File: config.mk
export PLATFORM = sky130hd
export DESIGN_NAME = ifu_fetch_flat
export DESIGN_NICKNAME = d
export VERILOG_FILES = /design/src/rtl/ifu_fetch_pkg.sv /design/src/rtl/ifu_fetch_if.sv /design/src/rtl/ifu_jal_predecode.sv /design/src/rtl/ifu_fetch.sv /design/src/flat_wrapper.sv
export SDC_FILE = /design/constraint.sdc
export NUM_CORES = 1
export LEC_CHECK = 0
export ABC_AREA = 1
export BUFFER_PORTS_ARGS = -buffer_cell sky130_fd_sc_hd__buf_2
export CORE_ASPECT_RATIO = 0.9
export CORE_MARGIN = 1.5
export CORE_UTILIZATION = 53
export DETAILED_ROUTE_END_ITERATION = 12
export PLACE_DENSITY = 0.8
export RECOVER_POWER = 100
export SYNTH_ARGS = -nofsm -noshare
export SYNTH_HDL_FRONTEND = slang
export SYNTH_SLANG_ARGS = --single-unit
File: constraint.sdc
create_clock -name clk -period 2.05 [get_ports clk]
set_clock_uncertainty 0.15 [all_clocks]
set_input_delay 0.1025 -clock clk [delete_from_list [all_inputs] [get_ports clk]]
set_output_delay 0.1025 -clock clk [all_outputs]
set_load 0.02 [all_outputs]
File: src/rtl/ifu_fetch_pkg.sv
// Shared types and constants for the instruction fetch unit.
// Optional feature: IFU_PREDECODE_JAL_EN (JAL target resolved at fetch).
package ifu_fetch_pkg;

    localparam logic [63:0] RESET_PC_DEF = 64'h8000_0000;

    localparam logic [6:0] RV_OP_IMM = 7'b0010011;
    localparam logic [6:0] RV_BRANCH = 7'b1100011;
    localparam logic [6:0] RV_JALR   = 7'b1100111;
    localparam logic [6:0] RV_JAL    = 7'b1101111;
    localparam logic [6:0] RV_SYSTEM = 7'b1110011;

    typedef enum logic [2:0] {
        S_IDLE,
        S_REQ,
        S_WAIT,
        S_HOLD,
        S_DRAIN
    } ifu_state_e;

    // J-type immediate, 21 bits with the implicit zero LSB
    function automatic logic [20:0] j_imm(input logic [31:0] inst);
        return {inst[31], inst[19:12], inst[20], inst[30:21], 1'b0};
    endfunction

endpackage

File: src/rtl/ifu_fetch_if.sv
// Fetch unit links: instruction memory, execute redirect and decode.
// master = fetch unit side, slave = environment side.
interface ifu_fetch_if #(
    parameter int XLEN = 64
);
    logic            imem_req_vld;
    logic            imem_req_rdy;
    logic [XLEN-1:0] imem_addr;
    logic            imem_rsp_vld;
    logic [31:0]     imem_rsp_data;
    logic            redirect_vld;
    logic [XLEN-1:0] redirect_pc;
    logic            idu_rdy;
    logic            ifu_vld;
    logic [63:0]     ifu_inst;
    logic [XLEN-1:0] ifu_pc;

    modport master (
        output imem_req_vld, imem_addr, ifu_vld, ifu_inst, ifu_pc,
        input  imem_req_rdy, imem_rsp_vld, imem_rsp_data,
        input  redirect_vld, redirect_pc, idu_rdy
    );

    modport slave (
        input  imem_req_vld, imem_addr, ifu_vld, ifu_inst, ifu_pc,
        output imem_req_rdy, imem_rsp_vld, imem_rsp_data,
        output redirect_vld, redirect_pc, idu_rdy
    );
endinterface

File: src/rtl/ifu_jal_predecode.sv
// Combinational JAL detect and target compute for fetch-side prediction.
// Instantiated by ifu_fetch only when IFU_PREDECODE_JAL_EN is defined.
module ifu_jal_predecode
    import ifu_fetch_pkg::*;
#(
    parameter int XLEN = 64
) (
    input  logic [31:0]     i_inst,
    input  logic [XLEN-1:0] i_pc,
    output logic            o_is_jal,
    output logic [XLEN-1:0] o_target
);
    logic [20:0] w_imm;
    logic        w_unused_rd;

    assign w_imm       = j_imm(i_inst);
    assign w_unused_rd = ^i_inst[11:7];
    assign o_is_jal    = (i_inst[6:0] == RV_JAL);
    assign o_target    = i_pc + {{(XLEN-21){w_imm[20]}}, w_imm};
endmodule

File: src/rtl/ifu_fetch.sv
// Instruction fetch unit: one outstanding imem read, redirect with stale drop.
// Define IFU_PREDECODE_JAL_EN to follow JAL targets at fetch.
module ifu_fetch
    import ifu_fetch_pkg::*;
#(
    parameter logic [63:0] RESET_PC = RESET_PC_DEF,
    parameter int          XLEN     = 64
) (
    input logic         clk,
    input logic         rst_n,
    ifu_fetch_if.master bus
);
    localparam logic [XLEN-1:0] W_RST = RESET_PC[XLEN-1:0];

    ifu_state_e      r_state, w_state_nxt;
    logic [XLEN-1:0] r_pc, r_npc, w_npc;
    logic            r_vld;
    logic [63:0]     r_inst;
    logic [XLEN-1:0] r_ipc;
    logic            w_hs, w_rsp, w_redir;
    logic            w_capture, w_advance;

    assign w_hs  = (r_state == S_REQ) && bus.imem_req_rdy;
    assign w_rsp = bus.imem_rsp_vld;
    assign w_redir = bus.redirect_vld;

`ifdef IFU_PREDECODE_JAL_EN
    logic            w_is_jal;
    logic [XLEN-1:0] w_jal_tgt;

    ifu_jal_predecode #(.XLEN(XLEN)) u_pdec (
        .i_inst   (bus.imem_rsp_data),
        .i_pc     (r_pc),
        .o_is_jal (w_is_jal),
        .o_target (w_jal_tgt)
    );

    assign w_npc = w_is_jal ? w_jal_tgt : r_pc + XLEN'(4);
`else
    assign w_npc = r_pc + XLEN'(4);
`endif

    always_ff @(posedge clk) begin
        if (!rst_n) r_state <= S_IDLE;
        else        r_state <= w_state_nxt;
    end

    always_comb begin
        w_state_nxt = r_state;
        w_capture   = 1'b0;
        w_advance   = 1'b0;
        if (w_redir) begin
            // a request already accepted or a response still owed must be swallowed
            case (r_state)
                S_REQ:   w_state_nxt = w_hs  ? S_DRAIN : S_REQ;
                S_WAIT:  w_state_nxt = w_rsp ? S_REQ : S_DRAIN;
                S_DRAIN: w_state_nxt = w_rsp ? S_REQ : S_DRAIN;
                default: w_state_nxt = S_REQ;
            endcase
        end else begin
            case (r_state)
                S_IDLE:  w_state_nxt = S_REQ;
                S_REQ:   if (w_hs) w_state_nxt = S_WAIT;
                S_WAIT: begin
                    if (w_rsp) begin
                        w_state_nxt = S_HOLD;
                        w_capture   = 1'b1;
                    end
                end
                S_HOLD: begin
                    if (bus.idu_rdy) begin
                        w_state_nxt = S_REQ;
                        w_advance   = 1'b1;
                    end
                end
                S_DRAIN: if (w_rsp) w_state_nxt = S_REQ;
                default: w_state_nxt = S_IDLE;
            endcase
        end
    end

    always_ff @(posedge clk) begin
        if (!rst_n) begin
            r_pc   <= W_RST;
            r_npc  <= W_RST + XLEN'(4);
            r_vld  <= 1'b0;
            r_inst <= '0;
            r_ipc  <= W_RST;
        end else if (w_redir) begin
            r_pc  <= bus.redirect_pc & ~XLEN'(3);
            r_vld <= 1'b0;
        end else if (w_capture) begin
            r_vld  <= 1'b1;
            r_inst <= {32'b0, bus.imem_rsp_data};
            r_ipc  <= r_pc;
            r_npc  <= w_npc;
        end else if (w_advance) begin
            r_vld <= 1'b0;
            r_pc  <= r_npc;
        end
    end

    assign bus.imem_req_vld = (r_state == S_REQ);
    assign bus.imem_addr    = r_pc;
    assign bus.ifu_vld      = r_vld;
    assign bus.ifu_inst     = r_inst;
    assign bus.ifu_pc       = r_ipc;

`ifndef SYNTHESIS
    always_ff @(posedge clk) begin
        if (rst_n && w_rsp)
            assert (r_state == S_WAIT || r_state == S_DRAIN);
    end
`endif
endmodule

File: src/flat_wrapper.sv
// flat-port wrapper written by rule: the top's interface ports become plain ports
module ifu_fetch_flat import ifu_fetch_pkg::*;
#(
    parameter logic [63:0] RESET_PC = RESET_PC_DEF,
    parameter int          XLEN     = 64
)
  (clk, rst_n, bus_imem_req_vld, bus_imem_addr, bus_ifu_vld, bus_ifu_inst, bus_ifu_pc, bus_imem_req_rdy, bus_imem_rsp_vld, bus_imem_rsp_data, bus_redirect_vld, bus_redirect_pc, bus_idu_rdy);
  ifu_fetch_if #(.XLEN(XLEN)) bus_i ();
  input logic clk;
  input logic rst_n;
  output wire logic [$bits(bus_i.imem_req_vld)-1:0] bus_imem_req_vld;
  output wire logic [$bits(bus_i.imem_addr)-1:0] bus_imem_addr;
  output wire logic [$bits(bus_i.ifu_vld)-1:0] bus_ifu_vld;
  output wire logic [$bits(bus_i.ifu_inst)-1:0] bus_ifu_inst;
  output wire logic [$bits(bus_i.ifu_pc)-1:0] bus_ifu_pc;
  input wire logic [$bits(bus_i.imem_req_rdy)-1:0] bus_imem_req_rdy;
  input wire logic [$bits(bus_i.imem_rsp_vld)-1:0] bus_imem_rsp_vld;
  input wire logic [$bits(bus_i.imem_rsp_data)-1:0] bus_imem_rsp_data;
  input wire logic [$bits(bus_i.redirect_vld)-1:0] bus_redirect_vld;
  input wire logic [$bits(bus_i.redirect_pc)-1:0] bus_redirect_pc;
  input wire logic [$bits(bus_i.idu_rdy)-1:0] bus_idu_rdy;
  assign bus_imem_req_vld = bus_i.imem_req_vld;
  assign bus_imem_addr = bus_i.imem_addr;
  assign bus_ifu_vld = bus_i.ifu_vld;
  assign bus_ifu_inst = bus_i.ifu_inst;
  assign bus_ifu_pc = bus_i.ifu_pc;
  assign bus_i.imem_req_rdy = bus_imem_req_rdy;
  assign bus_i.imem_rsp_vld = bus_imem_rsp_vld;
  assign bus_i.imem_rsp_data = bus_imem_rsp_data;
  assign bus_i.redirect_vld = bus_redirect_vld;
  assign bus_i.redirect_pc = bus_redirect_pc;
  assign bus_i.idu_rdy = bus_idu_rdy;
  ifu_fetch #(.RESET_PC(RESET_PC), .XLEN(XLEN)) u_core (.clk(clk), .rst_n(rst_n), .bus(bus_i));
endmodule
-- Yosys cells after proc, flatten, opt, wreduce, memory -nomap -nowiden
Cells that the tools add are included.
- register bits after elaboration: 228
- input bits: 102
- output and inout port bits: 194
- logic and storage cells: 50
- $add $sub $neg: 1
- eq/ne operators: 9
- muxes and demuxes: 20
- bitwise gates (word level): 3
- reduce and logical (&&, ||, !) cells: 10
- operators by type and width (kind ; number):
    64-bit two-way mux ; 3
    64-bit by 3-bit adder with 64-bit output, second input constant ; 1
    3-bit two-way mux ; 7
    3-bit case mux with 5 select lines ; 1
    3-bit != test, second input constant ; 3
    1-bit two-way mux ; 8
    3-bit by 2-bit == test with 1-bit output, second input constant ; 2
    3-bit case mux with 2 select lines ; 1
    2-bit AND reduction ; 3
    4-bit AND reduction ; 1
    2-bit nonzero test ; 2
    2-bit OR reduction ; 2
    3-bit by 1-bit == test with 1-bit output, second input constant ; 1
    3-bit == test, second input constant ; 1
    3-bit logical NOT ; 1
    3-bit by 1-bit != test with 1-bit output, second input constant ; 1
    1-bit NOT ; 3
    2-bit != test, second input constant ; 1
    1-bit logical AND ; 1

-- Depth between registers and ports, before layout
- word-level depth: 6
- mapped depth: 12

-- Worst setup path after synthesis
No wires, ideal clock.
- path type: register to register
- start point: register u_core.r_pc[3] (netlist: u_core.bus.imem_addr[3])
- end point: register u_core.r_npc[54]
- library setup time: 0.109 ns
- data arrival time: 1.669 ns
- data required time: 1.791 ns
- path slack: 0.123 ns
- cell stages (with the launch flop): 13
- clock period less this slack: 1.927 ns
- cell sequence: dfxtp_1 ha_1 nand2_1 nor2_1 nand2_2 nor2_4 nand2_1 nor2_1 nand2_1 nand2_1 nand3_1 nand2_1 inv_1
- word-level cells in the longest chain between the ends: 1
- ends and longest elaborated chain (what ; RTL line ; RTL):
    start: declaration ; ifu_fetch.sv:16 ; logic [XLEN-1:0] r_pc, r_npc, w_npc;
    start signal: assignment ; ifu_fetch.sv:90 ; r_pc <= bus.redirect_pc & ~XLEN'(3);
    start signal: assignment ; ifu_fetch.sv:99 ; r_pc <= r_npc;
    64-bit by 3-bit adder with 64-bit output ; ifu_fetch.sv:40 ; assign w_npc = r_pc + XLEN'(4);
    end signal: assignment ; ifu_fetch.sv:85 ; r_npc <= W_RST + XLEN'(4);
    end signal: assignment ; ifu_fetch.sv:96 ; r_npc <= w_npc;
    end: declaration ; ifu_fetch.sv:16 ;
Every way passes these cells.
A chain may end at the register's enable or synchronous reset.

-- Final worst setup path
- start point: register u_core.r_pc[11] (netlist: u_core.bus.imem_addr[11])
- end point: register u_core.r_npc[47]
The elaborated chain is that of the path after synthesis.

==> summary.txt <==
Clock tree
  • TritonCTS Buffers: 23
  • Max clock buf depth: 3
  • H-tree depth: 1
  • CTS tree: built
  • Worst-Skew Late Latency: 0.52 ns
  • Clock Root Buffer: clkbuf_16
  • Sink Count: 226
  • Clock-pin slew on the worst setup and hold paths: 0.07 ns

Timing
  • Final hold vios: 0
  • Max Slew Vio Count: 0
  • Minimum clock period: 2.046 ns
  • Final setup viols: 0
  • Final period util: 99.79%
  • Fmax: 488.8 MHz

Floorplanning
  • Rows: 49
  • Core Area: 0.02011 sq mm
  • Die height: 139.4 um
  • Initial Util: 54.44%
  • Die ar.: 0.02153 sq mm
  • Io pins: 296
  • Die width: 154.5 um

Pwr
  • Power, Total: 0.009921 W
  • Pleak: 6.999 nW
  • Pwr Density: 674.0 mW/mm^2
  • Largest vdd supply drop: 558.7 uV

Run
  • Max-cap violations: 0

Min path
  • Hold endpoint: u_core.bus.ifu_vld
  • Hold path start: bus_redirect_vld
  • Hold Crit Depth: 5
  • Hold Path Class: input port to register

Critical path
  • Worst setup path class: register to register
  • Crit Path Max Fanout: 4
  • WP buf/inv: 2
  • Worst reg2reg setup slack: 0.004 ns
  • Reg2reg start: u_core.bus.imem_addr[11]
  • Cell family with most CP delay: simple AND/OR/NAND/NOR gates
  • Top cell by count, worst path: nand2_1
  • Reg-to-Reg End: u_core.r_npc[47]
  • Worst endpoint required time: 2.31 ns
  • Crit path DAT: 2.31 ns
  • Worst setup SP type: register
  • Critical-path cell list: nand2_1 -> nor2_1 -> nand2_1 -> nor2_4 -> buf_4 -> nand3b_1 -> o21bai_1 -> nand3_1 -> nand2_1 -> inv_1
  • Worst Setup End Kind: register
  • Crit path max-delay cell type: dfxtp_2
  • Worst path max stage delay: 0.39 ns
  • Worst reg2reg path depth: 10

Placed design
  • Hpwl dp: 25.43 mm
  • Routability cong.: 0.9608
  • Port Buffers: 261

Drt
  • DRT iter0 DRCs: 1230
  • Routed wire length: 37.87 mm
  • Detail Route Antenna Nets: 0
  • DR DRC count: 0
  • DR vias/cell: 5.305
  • Wire per inst: 16.26 um
  • Via count: 12360
  • Drt first pass iters: 6

Global route
  • Gr usage total: 33.47%
  • Vias in the first global route: 11400
  • Largest net degree at the start of global routing: 75
  • Gr ovfl total: 0
  • Initial antenna violation count: 0
  • Global-route wire length before repair: 58.40 mm

Synth
  • Sequential fraction of the synthesis area: 41.33%
  • Synth Area per Inst: 6.639 sq um
  • Synth Register Bits: 226
  • Number of synthesized flops with an enable pin: 0
  • Syn Inst Count: 1649
  • Unique masters post-synth: 37
  • Predominant post-synthesis flop cell: dfxtp_1
  • Synthesized area: 0.01095 sq mm
  • Post-synth ARST share: 0%
  • YS warnings: 0

Final layout
  • Antenna diodes: 0
  • Area grow syn2layout: 34.45%
  • Most common cell after layout, fill and taps aside: nand2_1
  • Share of cells above drive strength 1: 16.63%
  • Most frequent cells in the layout: nand2_1 (556), dfxtp_1 (217), inv_1 (169)
  • Final nets: 2163
  • Area occupied by multi-input gates: 0.005344 sq mm
  • Fill cells: 1644
  • Finished Core Util: 73.20%
  • Register area: 0.004536 sq mm

Run status
  • Status: finished clean
==> logic make-up (layout without fill, tap and decap cells) <==
group                    after synthesis  count (layout)  share of synthesized area (%)
AO/OA/AOI/OAI                        199             199                          10.64
XOR/XNOR                              14              14                          1.120
adder cells (fa/ha/maj)                1               1                         0.1143
buffers and inverters                288             682                          11.98
flip-flops                           226             226                          41.33
other                                  1              32                        0.03425
AND/OR/NAND/NOR                      920             920                          34.79
==> registers in the layout, summed over array words and instances (netlist names) <==
name                  flops
u_core.r_state            3
u_core.bus.ifu_pc        62
u_core.bus.ifu_vld        1
u_core.bus.imem_addr     64
u_core.r_npc             64
u_core.bus.ifu_inst      32
==> report_power, final <==
group,switching (W),leakage (nW),total [W],internal [W]
sequential,0.000113,1.84,0.00461,0.00450
combinational,0.000670,4.80,0.00114,0.000468
clock,0.00176,0.366,0.00417,0.00241
==> repair_timing <==
action,CTS,global route
pin swaps,0,6
setup buffers,0,5
hold buffers,99,0
endpoints found under the setup margin,8,80
gates resized for setup,5,34
hold endpoints to repair,119,0
==> worst reg2reg max path: stages (launching register included) <==
cell and delay (ns):
dfxtp_2 0.39, nand2_1 0.10, nor2_1 0.21, nand2_1 0.15, nor2_4 0.23, buf_4 0.15
nand3b_1 0.18, o21bai_1 0.21, nand3_1 0.09, nand2_1 0.06, inv_1 0.03
==> cell type report <==
| class | count | share of cell area, % |
|---|---|---|
| Timing Repair Buffer | 469 | 21.29 |
| Sequential cell | 226 | 30.81 |
| Clock inverter | 9 | 0.6715 |
| Multi-Input combinational cell | 1166 | 36.31 |
| Inverter | 174 | 4.454 |
| Tap cell | 255 | 2.168 |
| Clock buffer | 30 | 4.293 |
==> metal layers <==
| metal | GRT usage [%] | vias up | routed length, um |
|---|---|---|---|
| met3 | 5.855 | 90 | 3235 |
| met5 | 0 | - | 0 |
| met1 | 41.60 | 5711 | 15220 |
| met2 | 58.63 | 620 | 18210 |
| met4 | 11.18 | 0 | 1213 |
| li1 | - | 5935 | - |
==> how the worst max path moves through the flow <==
stage | startpoint | end | slack (ns) | cells past startpoint
6_report | u_core.bus.imem_addr[11] | u_core.r_npc[47] | 0.004 | 10
5_1_grt | u_core.bus.imem_addr[12] | u_core.r_npc[27] | -0.02 | 10
4_1_cts | u_core.bus.imem_addr[3] | u_core.r_npc[27] | 0.008 | 11
3_5_place_dp | u_core.bus.imem_addr[3] | u_core.r_npc[61] | -0.07 | 12
3_3_place_gp | u_core.bus.imem_addr[2] | u_core.r_npc[61] | 0.005 | 12
2_1_floorplan | u_core.bus.imem_addr[3] | u_core.r_npc[54] | 0.12 | 12
==> metrics by stage <==
stage                     area (sq um)  TNS (ns)  worst slack, ns  instances  hold WS (ns)
after floorplan                  11060         0           0.1225       1680       0.09542
after global routing             14720  -0.03600         -0.01916       2329       0.08543
after global placement           12990         0         0.005389       2186        0.2055
after detailed placement         12990   -0.2153         -0.07302       2186        0.2078
after CTS                        14730         0         0.008208       2324       0.04734
final                            14720         0         0.004216       2329       0.06979
==> synthesized netlist by cell type, types with 5 or more instances <==
library cell / count / share of area, %
nor2_2: 9 / 0.51
buf_4: 44 / 3.0
or2_2: 5 / 0.29
nand4_1: 20 / 1.1
dfxtp_1: 226 / 41
nand2_1: 559 / 19
xor2_1: 12 / 0.96
clkbuf_1: 36 / 1.2
o211a_1: 12 / 1.1
nor2_1: 172 / 5.9
buf_2: 28 / 1.3
nand2_2: 8 / 0.46
o21bai_1: 16 / 1.1
nand3_1: 119 / 5.4
a21oi_1: 87 / 4.0
nor2_4: 6 / 0.62
inv_1: 170 / 5.8
o211ai_1: 13 / 0.89
nor3_1: 8 / 0.37
o21ai_0: 57 / 2.6
and2_1: 5 / 0.29
Power figures use the tool's default switching activity.
